**src/rtl/trash_pkg.sv**
```systemverilog
// Shared constants and loader state encoding for the program-memory feeder.
package trash_pkg;

  localparam int PROG_BYTES = 8;
  localparam int ADDR_W     = $clog2(PROG_BYTES);

  typedef enum logic [1:0] {
    LD_IDLE = 2'd0,
    LD_DATA = 2'd1,
    LD_CHK  = 2'd2
  } ld_state_t;

endpackage

```
**src/rtl/sync_edge.sv**
```systemverilog
// Multi-flop synchroniser for an asynchronous pin strobe, followed by a
// registered one-cycle pulse on each synchronised rising edge.
module sync_edge #(
  parameter int STAGES = 2
) (
  input  logic clk,
  input  logic reset,
  input  logic async_in,
  output logic pulse
);

  logic [STAGES-1:0] sync_q;
  logic              prev_q;

  // NOTE: every sequential update uses <= so all flops sample the same
  // pre-edge values; blocking here would collapse the synchroniser chain.
  always_ff @(posedge clk) begin
    if (reset) begin
      sync_q <= '0;
      prev_q <= 1'b0;
      pulse  <= 1'b0;
    end else begin
      sync_q <= {sync_q[STAGES-2:0], async_in};
      prev_q <= sync_q[STAGES-1];
      pulse  <= sync_q[STAGES-1] & ~prev_q;
    end
  end

endmodule

```
**src/rtl/prog_loader.sv**
```systemverilog
// Receives a LEN / data / CHK framed program from the pins, writes it into
// program memory and flags it valid once the XOR checksum matches.
module prog_loader #(
  parameter  int PROG_BYTES  = trash_pkg::PROG_BYTES,
  parameter  int SYNC_STAGES = 2,
  localparam int ADDR_W      = $clog2(PROG_BYTES)
) (
  input  logic              clk,
  input  logic              reset,
  input  logic              prog_n,
  input  logic              in_strobe,
  input  logic [7:0]        in_data,
  output logic              mem_we,
  output logic [ADDR_W-1:0] mem_addr,
  output logic [7:0]        mem_wdata,
  output logic              busy,
  output logic              load_done,
  output logic              load_err,
  output logic              prog_valid,
  output logic [ADDR_W:0]   prog_len
);

  import trash_pkg::*;

  ld_state_t       state;
  logic            byte_edge;
  logic [ADDR_W:0] len_q;
  logic [ADDR_W:0] cnt_q;
  logic [ADDR_W:0] cnt_next;
  logic [7:0]      xor_q;
  logic            len_ok;

  sync_edge #(.STAGES(SYNC_STAGES)) u_strobe_sync (
    .clk      (clk),
    .reset    (reset),
    .async_in (in_strobe),
    .pulse    (byte_edge)
  );

  assign cnt_next = cnt_q + 1'b1;
  assign len_ok   = (in_data != 8'd0) && (in_data <= 8'(PROG_BYTES));
  assign busy     = (state != LD_IDLE);

  always_ff @(posedge clk) begin
    if (reset) begin
      state      <= LD_IDLE;
      len_q      <= '0;
      cnt_q      <= '0;
      xor_q      <= '0;
      mem_we     <= 1'b0;
      mem_addr   <= '0;
      mem_wdata  <= '0;
      load_done  <= 1'b0;
      load_err   <= 1'b0;
      prog_valid <= 1'b0;
      prog_len   <= '0;
    end else begin
      mem_we    <= 1'b0;
      load_done <= 1'b0;
      load_err  <= 1'b0;
      unique case (state)
        LD_IDLE: begin
          // Strobes in execution mode are dropped; a valid program is kept.
          if (byte_edge && !prog_n) begin
            if (len_ok) begin
              prog_valid <= 1'b0;
              len_q      <= in_data[ADDR_W:0];
              xor_q      <= in_data;
              cnt_q      <= '0;
              state      <= LD_DATA;
            end else begin
              load_err <= 1'b1;
            end
          end
        end
        LD_DATA: begin
          if (prog_n) begin
            load_err <= 1'b1;
            state    <= LD_IDLE;
          end else if (byte_edge) begin
            mem_we    <= 1'b1;
            mem_addr  <= cnt_q[ADDR_W-1:0];
            mem_wdata <= in_data;
            xor_q     <= xor_q ^ in_data;
            cnt_q     <= cnt_next;
            if (cnt_next == len_q) state <= LD_CHK;
          end
        end
        LD_CHK: begin
          if (prog_n) begin
            load_err <= 1'b1;
            state    <= LD_IDLE;
          end else if (byte_edge) begin
            if (in_data == xor_q) begin
              prog_valid <= 1'b1;
              prog_len   <= len_q;
              load_done  <= 1'b1;
            end else begin
              load_err <= 1'b1;
            end
            state <= LD_IDLE;
          end
        end
        default: state <= LD_IDLE;
      endcase
    end
  end

endmodule

```
**config.mk**
```make
export PLATFORM = sky130hd
export DESIGN_NAME = prog_loader
export DESIGN_NICKNAME = d
export VERILOG_FILES = /design/src/rtl/trash_pkg.sv /design/src/rtl/sync_edge.sv /design/src/rtl/prog_loader.sv
export SDC_FILE = /design/constraint.sdc
export NUM_CORES = 1
export LEC_CHECK = 0
export BUFFER_PORTS_ARGS = -buffer_cell sky130_fd_sc_hd__buf_4
export CORE_MARGIN = 4
export CORE_UTILIZATION = 55
export DETAILED_ROUTE_END_ITERATION = 10
export PLACE_DENSITY = 0.8
export SYNTH_ARGS = -nofsm -noshare
export SYNTH_HDL_FRONTEND = slang
export SYNTH_SLANG_ARGS = --single-unit
```
**constraint.sdc**
```tcl
create_clock -name clk -period 3.1 [get_ports clk]
set_input_delay 0.155 -clock clk [delete_from_list [all_inputs] [get_ports clk]]
set_output_delay 0.155 -clock clk [all_outputs]
set_load 0.02 [all_outputs]
```
After elaboration in Yosys (flattened, before gate mapping)
Cells that the tools add are included.
{ "op_classes": {"magnitude_cmp": 1, "reduce_logical": 16, "addsub": 1, "eq_ne": 14, "div_mod_pow": 0, "n_mul": 0, "bitwise_logic": 7, "mux": 33, "n_shift": 0} }
{ "ops": {"columns": ["cell", "count"], "rows": [
  ["$mux W8", 4],
  ["$mux W4", 4],
  ["$pmux W8 S2", 1],
  ["$mux W2", 7],
  ["$mux W1", 13],
  ["$ne A2 B2 Y1 const B", 5],
  ["$reduce_and A5 Y1", 2],
  ["$eq A8 B8 Y1", 1],
  ["$le A8 B4 Y1 const B", 1],
  ["$pmux W4 S2", 1],
  ["$reduce_bool A8 Y1", 1],
  ["$xor A8 B8 Y8", 1],
  ["$ne A3 B2 Y1 const B", 2],
  ["$pmux W2 S3", 1],
  ["$reduce_and A3 Y1", 2],
  ["$reduce_and A6 Y1", 1],
  ["$reduce_bool A2 Y1", 3],
  ["$not A1 Y1", 5],
  ["$add A4 B1 Y4 const B", 1],
  ["$eq A4 B4 Y1", 1],
  ["$ne A2 B1 Y1 const B", 2],
  ["$reduce_and A4 Y1", 1],
  ["$reduce_or A4 Y1", 1],
  ["$ne A3 B3 Y1 const B", 1],
  ["9 further kinds", 10]
]} }
{ "totals": {"word_cells": 86, "n_memories": 0, "romBits": 0, "ramBits": 0, "latch_bits": 0, "ff_bits": 41} }

Logic depth before layout (Yosys ltp)
Gate-level depths: netlist of the first run.
{ "logic_depth": {"ltp_word": 6, "depth_mapped": 6, "mapped_depth_nobuf": 5} }

Cells and area by module
A second synthesis of the first run with hierarchy kept.
{ "unflattened": {"cells_unflattened": 218, "area_unflattened_um2": 1935.6} }
{ "by_module_without_submodules": {"columns": ["mod", "instances", "seq_area_each_um2", "area_each_um2", "cells_per_inst"], "rows": [
  ["prog_loader", 1, 740.7, 1824.2, 210],
  ["sync_edge", 1, 80.1, 111.4, 8]
]} }

Worst setup path after synthesis of the first run
Ideal clock, no wire load.
{ "synth_timing": {"kind": "input port to flip-flop", "start": "input in_data[2]", "end": "register load_err", "path_slack_ns": 1.349, "t_arrival_ns": 1.660, "n_path_buf": 2, "required_ns": 3.009, "cell_stages": 6, "cell_sequence": "clkbuf_2 or4_4 a31o_1 buf_6 or3_1 a311oi_1"} }
{ "synth_via": {"elab_chain_cells": 5, "word_cells_on_any_way": 10, "cone_classes": "1 x order compare; 1 x eq/ne; 6 x mux; 2 x reduce/logical"} }
{ "synth_rtl": {"columns": ["item", "line", "rtl"], "rows": [
  ["start: declaration", "prog_loader.sv:12", "input logic [7:0] in_data,"],
  ["$le A8 B4 Y1, or another cell as far along", "prog_loader.sv:41", "assign len_ok = (in_data != 8'd0) && (in_data <= 8'(PROG_BYTES));"],
  ["$logic_and A1 B1 Y1 or $mux W1 (tied branches)", "prog_loader.sv:41, prog_loader.sv:94", null],
  ["$mux W1 (on tied branches)", "prog_loader.sv:65, prog_loader.sv:93", null],
  ["$mux W1 (on tied branches)", "prog_loader.sv:64, prog_loader.sv:90", null],
  ["$pmux W1 S3 *", "prog_loader.sv:61", "unique case (state)"],
  ["end signal: assignment", "prog_loader.sv:54", "load_err <= 1'b0;"],
  ["end signal: assignment", "prog_loader.sv:60", "load_err <= 1'b0;"],
  ["end signal: assignment", "prog_loader.sv:72", "load_err <= 1'b1;"],
  ["end: declaration", "prog_loader.sv:18", "output logic load_err,"]
]} }
Mark *: on every way between the ends. The rest lies on a longest branch, timed or not.
A chain may end at the register's enable or synchronous reset.

Worst setup path in the final report of the first run
{ "layout_timing": {"start": "register state[1]", "end": "register mem_wdata[0]"} }
{ "layout_via": {"elab_chain_cells": 2} }
{ "layout_rtl": {"columns": ["item", "line", "rtl"], "rows": [
  ["start: declaration", "prog_loader.sv:25", "ld_state_t state;"],
  ["start signal: assignment", "prog_loader.sv:46", "state <= LD_IDLE;"],
  ["start signal: assignment", "prog_loader.sv:70", "state <= LD_DATA;"],
  ["start signal: assignment", "prog_loader.sv:79", "state <= LD_IDLE;"],
  ["$eq A2 B1 Y1", "prog_loader.sv:61", null],
  ["$reduce_and A3 Y1 (no source line)", null, null],
  ["end signal: assignment", "prog_loader.sv:83", "mem_wdata <= in_data;"],
  ["end: declaration", "prog_loader.sv:15", "output logic [7:0] mem_wdata,"]
]} }
No other way between the ends.

==> results of run 1 <==
through the flow:
stage               cell area, µm²  hold slack [ns]  total power (µW)
floorplan                     1920            0.234               569
detailed placement            2150            0.375               593
global route                  2200           0.0412               867
CTS                           2200           0.0350               841
finish                        2200           0.0328               837
global placement              2150            0.374               592
where the power goes:
group          leakage, µW  internal, µW  total, µW  switching [µW]
Combinational     0.000450          19.9       50.9            31.0
Sequential        0.000331           529        530           0.991
Clock            0.0000265          90.6        256             166
Total             0.000807           640        837             198
cell usage in the layout, fill, tap and decap left out:
master	n
xnor2_1	9
nor3_1	2
nor4_1	1
or3b_2	1
o31ai_1	10
a31o_1	1
dfxtp_1	41
o211ai_1	8
o21ai_0	7
a31oi_1	1
and2_1	1
nor4b_1	1
or4_1	2
nor2_1	17
nor2b_1	7
o22ai_1	1
or4_4	1
nand2_1	28
nand4_1	2
nand3_1	3
mux2i_1	16
nor3b_1	1
or2_2	1
or3_1	3
a21oi_1	24
ha_1	1
clkbuf_1	3
xor2_1	5
a311oi_1	1
clkbuf_4	5
nand2b_1	10
nor3_2	1
buf_4	33
routing by layer:
layer | wire [µm] | share of wire | GRT usage
met1 | 1860 | 0.46 | 0.252
met5 | 0 | 0 | 0
met3 | 193 | 0.048 | 0.0405
met2 | 1940 | 0.48 | 0.294
met4 | 71 | 0.017 | 0.0911
path summary, 6_finish.rpt:
kind,from,endpoint
hold / removal,in_strobe,u_strobe_sync.sync_q[0]$_SDFF_PP0_
setup reg to reg,state[1]$_SDFFE_PP0P_,mem_wdata[0]$_SDFFE_PP0P_
setup / recovery,state[1]$_SDFFE_PP0P_,mem_wdata[0]$_SDFFE_PP0P_
hold reg to reg,u_strobe_sync.prev_q$_SDFF_PP0_,u_strobe_sync.pulse$_SDFF_PP0_
flip-flops by register name, indices dropped and copies added, names as in the netlist:
| register | count |
|---|---|
| mem_addr | 3 |
| mem_wdata | 8 |
| u_strobe_sync.sync_q | 2 |
| prog_valid | 1 |
| mem_we | 1 |
| cnt_q | 4 |
| load_err | 1 |
| xor_q | 8 |
| state | 2 |
| load_done | 1 |
| prog_len | 4 |
| u_strobe_sync.prev_q | 1 |
| len_q | 4 |
| u_strobe_sync.pulse | 1 |
area by class of cell:
cell class | count | area [µm²]
fillers | 312 | 1160
clock buffers | 8 | 48.8
repair buffers | 33 | 248
well taps | 46 | 57.6
multi-input cells | 166 | 1030
flip-flops and latches | 41 | 821
cells by family after synthesis:
| kind of cell | count (synthesis) | share of synthesized area |
|---|---|---|
| flip-flops | 41 | 0.427 |
| AND/OR/NAND/NOR | 82 | 0.214 |
| AO/OA/AOI/OAI | 53 | 0.167 |
| multiplexers | 16 | 0.0834 |
| XOR/XNOR | 14 | 0.0638 |
| buffers and inverters | 15 | 0.0378 |
| adder cells (fa/ha/maj) | 1 | 0.00651 |
critical path, stage by stage (launching register included):
cell,delay [ns]
dfxtp_1,0.38
or3b_2,0.70
nor2_1,0.62
nand2_1,0.11
a21oi_1,0.15
==> PnR_summary.wiki, run 1 <==
{| class="wikitable"
! Metric !! Value
|-
| Most used standard cell by instance count after synthesis || dfxtp_1
|-
| Headroom to the max-slew limit || 0.536
|-
| Setup repair after global routing missed its margin || false
|-
| Sequential cell area fraction in the yosys report || 0.427
|-
| EDFF count, synth || 0
|-
| Final setup fails || 0
|-
| Cell depth of the worst flop-to-flop path || 4
|-
| Clk pin slew, worst setup/hold paths || 0.12 ns
|-
| Count of distinct cell types in the synthesized netlist || 33
|-
| Critical Path Start Type || register
|-
| Most area-hungry cell type in the Yosys netlist || dfxtp_1
|-
| Synthesized instance count || 222
|-
| # placed instances || 286
|-
| Placed wire-length estimate after detailed placement || 2.83 mm
|-
| Sort of element at the end of the critical path || register
|-
| Largest net degree at the start of global routing || 45
|-
| Antenna violations before repair || 0
|-
| Starting utilization of the core area || 0.571
|-
| Antenna diodes || 0
|-
| Final core area utilization || 0.655
|-
| Syn nets || 235
|-
| Global-route total usage across every layer || 0.191
|-
| Worst min path class || primary input to register
|-
| Area of the core || 0.00336 mm²
|-
| Insertion delay of the later-clocked pin in the worst-skew pair || 0.35 ns
|-
| Count of state elements after synthesis || 41
|-
| First-iteration detailed-routing DRC count || 87
|-
| Count of hold-fix buffers inserted at cts || 0
|-
| Cell leakage power || 0.000807 µW
|-
| Number of vias after detailed routing || 1612
|-
| IO Pins || 32
|-
| Wire length of the first global-routing pass || 6.49 mm
|-
| DR pass1 iterations || 4
|-
| Y dimension of the die || 67.1 µm
|-
| Crit Path Class || register to register
|-
| Via-to-Cell Ratio || 5.48
|-
| Gpl congestion || 0.817
|-
| TritonCTS buffer count || 5
|-
| TritonCTS Sinks || 41
|-
| Total wire length || 4.06 mm
|-
| Clock Skews || 0.0115 ns
|-
| Detailed-route wire length per cell || 13.8 µm
|-
| Synth top cells by count || dfxtp_1, nand2_1, a21oi_1
|-
| Setup slack on the worst flop-to-flop path || 1.05 ns
|-
| CTS Buffer Depth || 2
|-
| Htree depth || 2
|-
| Max capacitance violation total || 0
|-
| Number of remaining DRC errors || 0
|-
| Die Width || 67.1 µm
|-
| Post-cts resize count || 0
|-
| Total global routing overflow || 0
|-
| Number of endpoints with negative hold slack in the final report || 0
|-
| Maximum fanout count along the critical path || 25
|-
| Top FF cell, synth || dfxtp_1
|-
| FP Rows || 21
|-
| Root buffer cell || clkbuf_4
|-
| Area grow syn2layout || 14.7%
|-
| Layout net count || 260
|-
| Final worst path period need || 2.05 ns
|-
| Status || finished, final reports clean
|-
| Required time worst endpoint || 3.38 ns
|-
| Count of input and output buffers || 31
|-
| Warnings from Yosys || 0
|-
| Buffers inserted by post-CTS timing repair || 0
|-
| Via count of the first global-routing pass || 1401
|-
| Highest clock frequency the design can meet || 0.488 GHz
|-
| CP Data Arrival Time || 2.33 ns
|-
| Mapped Area || 0.00192 mm²
|-
| Synth area leaders || dfxtp_1, mux2i_1, a21oi_1, nand2_1, xnor2_1
|-
| Slew @ Worst Pin || 0.693 ns
|-
| Synthesized area per cell || 8.65 µm²
|-
| Setup_tns || 0 ns
|-
| Top-area cell type share of the netlist area || 0.427
|-
| Final instance count without filler cells || 294
|-
| Period Utilization, post-route || 0.661
|-
| Fraction of registers with async set or reset after synthesis || 0
|-
| Slew Viols, Final || 0
|-
| Die area || 0.00450 mm²
|-
| Maximum ir drop on the vdd rail || 292 µV
|-
| PwrDens || 380 mW/mm²
|-
| TritonCTS clock tree || built
|-
| Fraction of final layout cells with drive strength greater than 1 || 0.169
|-
| Min-Delay Path Depth || 2
|-
| DP Worst Slack || 1.08 ns
|-
| Setup slack after layout || 1.05 ns
|-
| Antenna violation net count after detailed routing || 0
|}
(Power assumes the default switching activity.)
==> run 2, diff against run 1 <==
Settings changed: CORE_UTILIZATION 55 to 50, PLACE_DENSITY 0.8 to 0.77.
Clock period 3.1 ns to 1.65 ns, I/O delays scaled along.
==> PnR_summary.wiki, run 2 (synthesis gave the netlist of run 1 again) <==
{| class="wikitable"
! Metric !! Value
|-
| Detailed-route wire length per cell || 14.4 µm (was 13.8 µm)
|-
| Antenna violation net count after detailed routing || 0 (unchanged)
|-
| CTS Buffer Depth || 2 (unchanged)
|-
| Y dimension of the die || 70.0 µm (was 67.1 µm)
|-
| FP Rows || 22 (was 21)
|-
| Clk pin slew, worst setup/hold paths || 0.08 ns (was 0.12 ns)
|-
| Clock Skews || 0.00686 ns (was 0.0115 ns)
|-
| Largest net degree at the start of global routing || 45 (unchanged)
|-
| Area of the core || 0.00369 mm² (was 0.00336 mm²)
|-
| Setup_tns || 0 ns (unchanged)
|-
| Number of endpoints with negative hold slack in the final report || 0 (unchanged)
|-
| Share of total power in the clock network || 0.394 (was 0.306)
|-
| Total global routing overflow || 0 (unchanged)
|-
| Max capacitance violation total || 0 (unchanged)
|-
| Root buffer cell || clkbuf_8 (was clkbuf_4)
|-
| Final worst path period need || 1.53 ns (was 2.05 ns)
|-
| TritonCTS Sinks || 41 (unchanged)
|-
| Cell internal power dissipation || 1420 µW (was 640 µW)
|-
| Area grow syn2layout || 26.6% (was 14.7%)
|-
| TritonCTS buffer count || 5 (unchanged)
|-
| Fillers || 336 (was 312)
|-
| Critical Path Start Type || register (unchanged)
|-
| Fraction of final layout cells with drive strength greater than 1 || 0.267 (was 0.169)
|-
| Maximum ir drop on the vdd rail || 535 µV (was 292 µV)
|-
| Worst min path class || primary input to register (unchanged)
|-
| Die Width || 70.0 µm (was 67.1 µm)
|-
| Period Utilization, post-route || 0.926 (was 0.661)
|-
| Wire length of the first global-routing pass || 7.45 mm (was 6.49 mm)
|-
| Buffers inserted by post-CTS timing repair || 0 (unchanged)
|-
| Cell leakage power || 0.000929 µW (was 0.000807 µW)
|-
| Number of remaining DRC errors || 0 (unchanged)
|-
| Total wire length || 4.53 mm (was 4.06 mm)
|-
| Leading registers by flop count || mem_wdata x8, xor_q x8 (unchanged)
|-
| Sort of element at the end of the critical path || register (unchanged)
|-
| Maximum fanout count along the critical path || 3 (was 25)
|-
| Global-route total usage across every layer || 0.189 (was 0.191)
|-
| Placed wire-length estimate after detailed placement || 3.19 mm (was 2.83 mm)
|-
| IO Pins || 32 (unchanged)
|-
| Final setup fails || 0 (unchanged)
|-
| Via-to-Cell Ratio || 5.49 (was 5.48)
|-
| Sequential power share || 0.546 (was 0.633)
|-
| Slew Viols, Final || 0 (unchanged)
|-
| Net switching power || 403 µW (was 198 µW)
|-
| Crit Path Class || register to register (unchanged)
|-
| Final instance count without filler cells || 314 (was 294)
|-
| First-iteration detailed-routing DRC count || 103 (was 87)
|-
| Headroom to the max-slew limit || 0.719 (was 0.536)
|-
| DR pass1 iterations || 4 (unchanged)
|-
| Antenna diodes || 0 (unchanged)
|-
| Highest clock frequency the design can meet || 0.654 GHz (was 0.488 GHz)
|-
| Proportion of total power due to net switching || 0.221 (was 0.236)
|-
| Required time worst endpoint || 1.88 ns (was 3.38 ns)
|-
| Gpl congestion || 0.833 (was 0.817)
|-
| Layout net count || 278 (was 260)
|-
| CP Data Arrival Time || 1.76 ns (was 2.33 ns)
|-
| Setup repair after global routing missed its margin || false (unchanged)
|-
| Slew @ Worst Pin || 0.422 ns (was 0.693 ns)
|-
| TritonCTS clock tree || built (unchanged)
|-
| Status || finished, final reports clean (unchanged)
|-
| Count of input and output buffers || 31 (unchanged)
|-
| Antenna violations before repair || 0 (unchanged)
|-
| Insertion delay of the later-clocked pin in the worst-skew pair || 0.30 ns (was 0.35 ns)
|-
| PwrDens || 749 mW/mm² (was 380 mW/mm²)
|-
| Htree depth || 2 (unchanged)
|-
| Die area || 0.00490 mm² (was 0.00450 mm²)
|-
| Starting utilization of the core area || 0.521 (was 0.571)
|-
| Combinational fraction of design power || 0.060 (was 0.061)
|-
| Most frequent standard cell in the layout excluding fill and tap cells || buf_4 (was dfxtp_1)
|-
| Most used cells in the layout excluding fill and tap cells || buf_4, dfxtp_1, nand2_1 (was dfxtp_1, buf_4, nand2_1)
|-
| Via count of the first global-routing pass || 1618 (was 1401)
|-
| Number of vias after detailed routing || 1725 (was 1612)
|-
| # placed instances || 305 (was 286)
|}
## run 2: cell types whose count changed in the layout (fill, tap and decap cells not counted), moves of 2 or more
cell      before  now
clkbuf_4       5    0
clkbuf_1       3    0
dfxtp_1       41   39
dfxtp_2        0    2
buf_4         33   50
clkbuf_8       0    7
## run 2: worst paths after layout
check	start	end	slack (ns)	depth (start not counted)
setup / recovery	xor_q[7]$_SDFFE_PP0P_	prog_valid$_SDFFE_PP0P_	0.12	4
hold / removal	in_data[6]	mem_wdata[6]$_SDFFE_PP0P_	0.06	3
setup reg to reg	xor_q[7]$_SDFFE_PP0P_	prog_valid$_SDFFE_PP0P_	0.12	4
hold reg to reg	u_strobe_sync.prev_q$_SDFF_PP0_	u_strobe_sync.pulse$_SDFF_PP0_	0.38	1
## run 2: what timing repair did
action,in CTS,in global routing
hold endpoints to repair,1,0
gates resized for setup,1,9
setup endpoints to repair,1,7
hold buffers,1,0
pin swaps,0,3
## run 2: layout make-up
type	instances	area (µm²)	share of cell area
clock buffers	7	96.3	0.0396
multi-input cells	166	1060	0.437
repair buffers	51	385	0.158
clock inverters	1	5.00	0.00206
well taps	48	60.1	0.0247
flip-flops and latches	41	823	0.338
## run 2: through the flow
step	hold WS, ns	cell area [µm²]	total power [µW]	worst slack (ns)	util
6_report	0.0607	2430	1820	0.122	0.659
5_1_grt	0.0584	2430	1880	0.0145	0.659
4_1_cts	0.0545	2400	1840	0.0330	0.650
3_5_place_dp	0.305	2280	1120	0.0120	0.619
3_3_place_gp	0.291	2280	1120	0.0553	0.619
2_1_floorplan	0.162	1920	1070	0.000736	-
## run 2: critical path, cell delays in order, from the launching register on
cell	delay (ns)
dfxtp_1	0.32
xor2_1	0.14
or4_4	0.53
or3_4	0.35
a21oi_2	0.12
## run 2: power by group through the flow
stage / clock network, µW / registers, µW / logic (µW)
floorplan: 0 / 1020 / 50.1
global placement: 0 / 1020 / 104
detailed placement: 0 / 1020 / 105
CTS: 736 / 995 / 108
global route: 765 / 995 / 119
finish: 718 / 995 / 109
## run 2: metal layers
metal  part of all wire  vias to the layer above  global-route usage  routed length (µm)
met1               0.45                      808               0.233                2040
li1                   -                      859                   -                   -
met5                  0                        -                   0                   0
met3              0.065                        4              0.0403                 295
met2               0.47                       54               0.312                2140
met4              0.011                        0              0.0915                  50
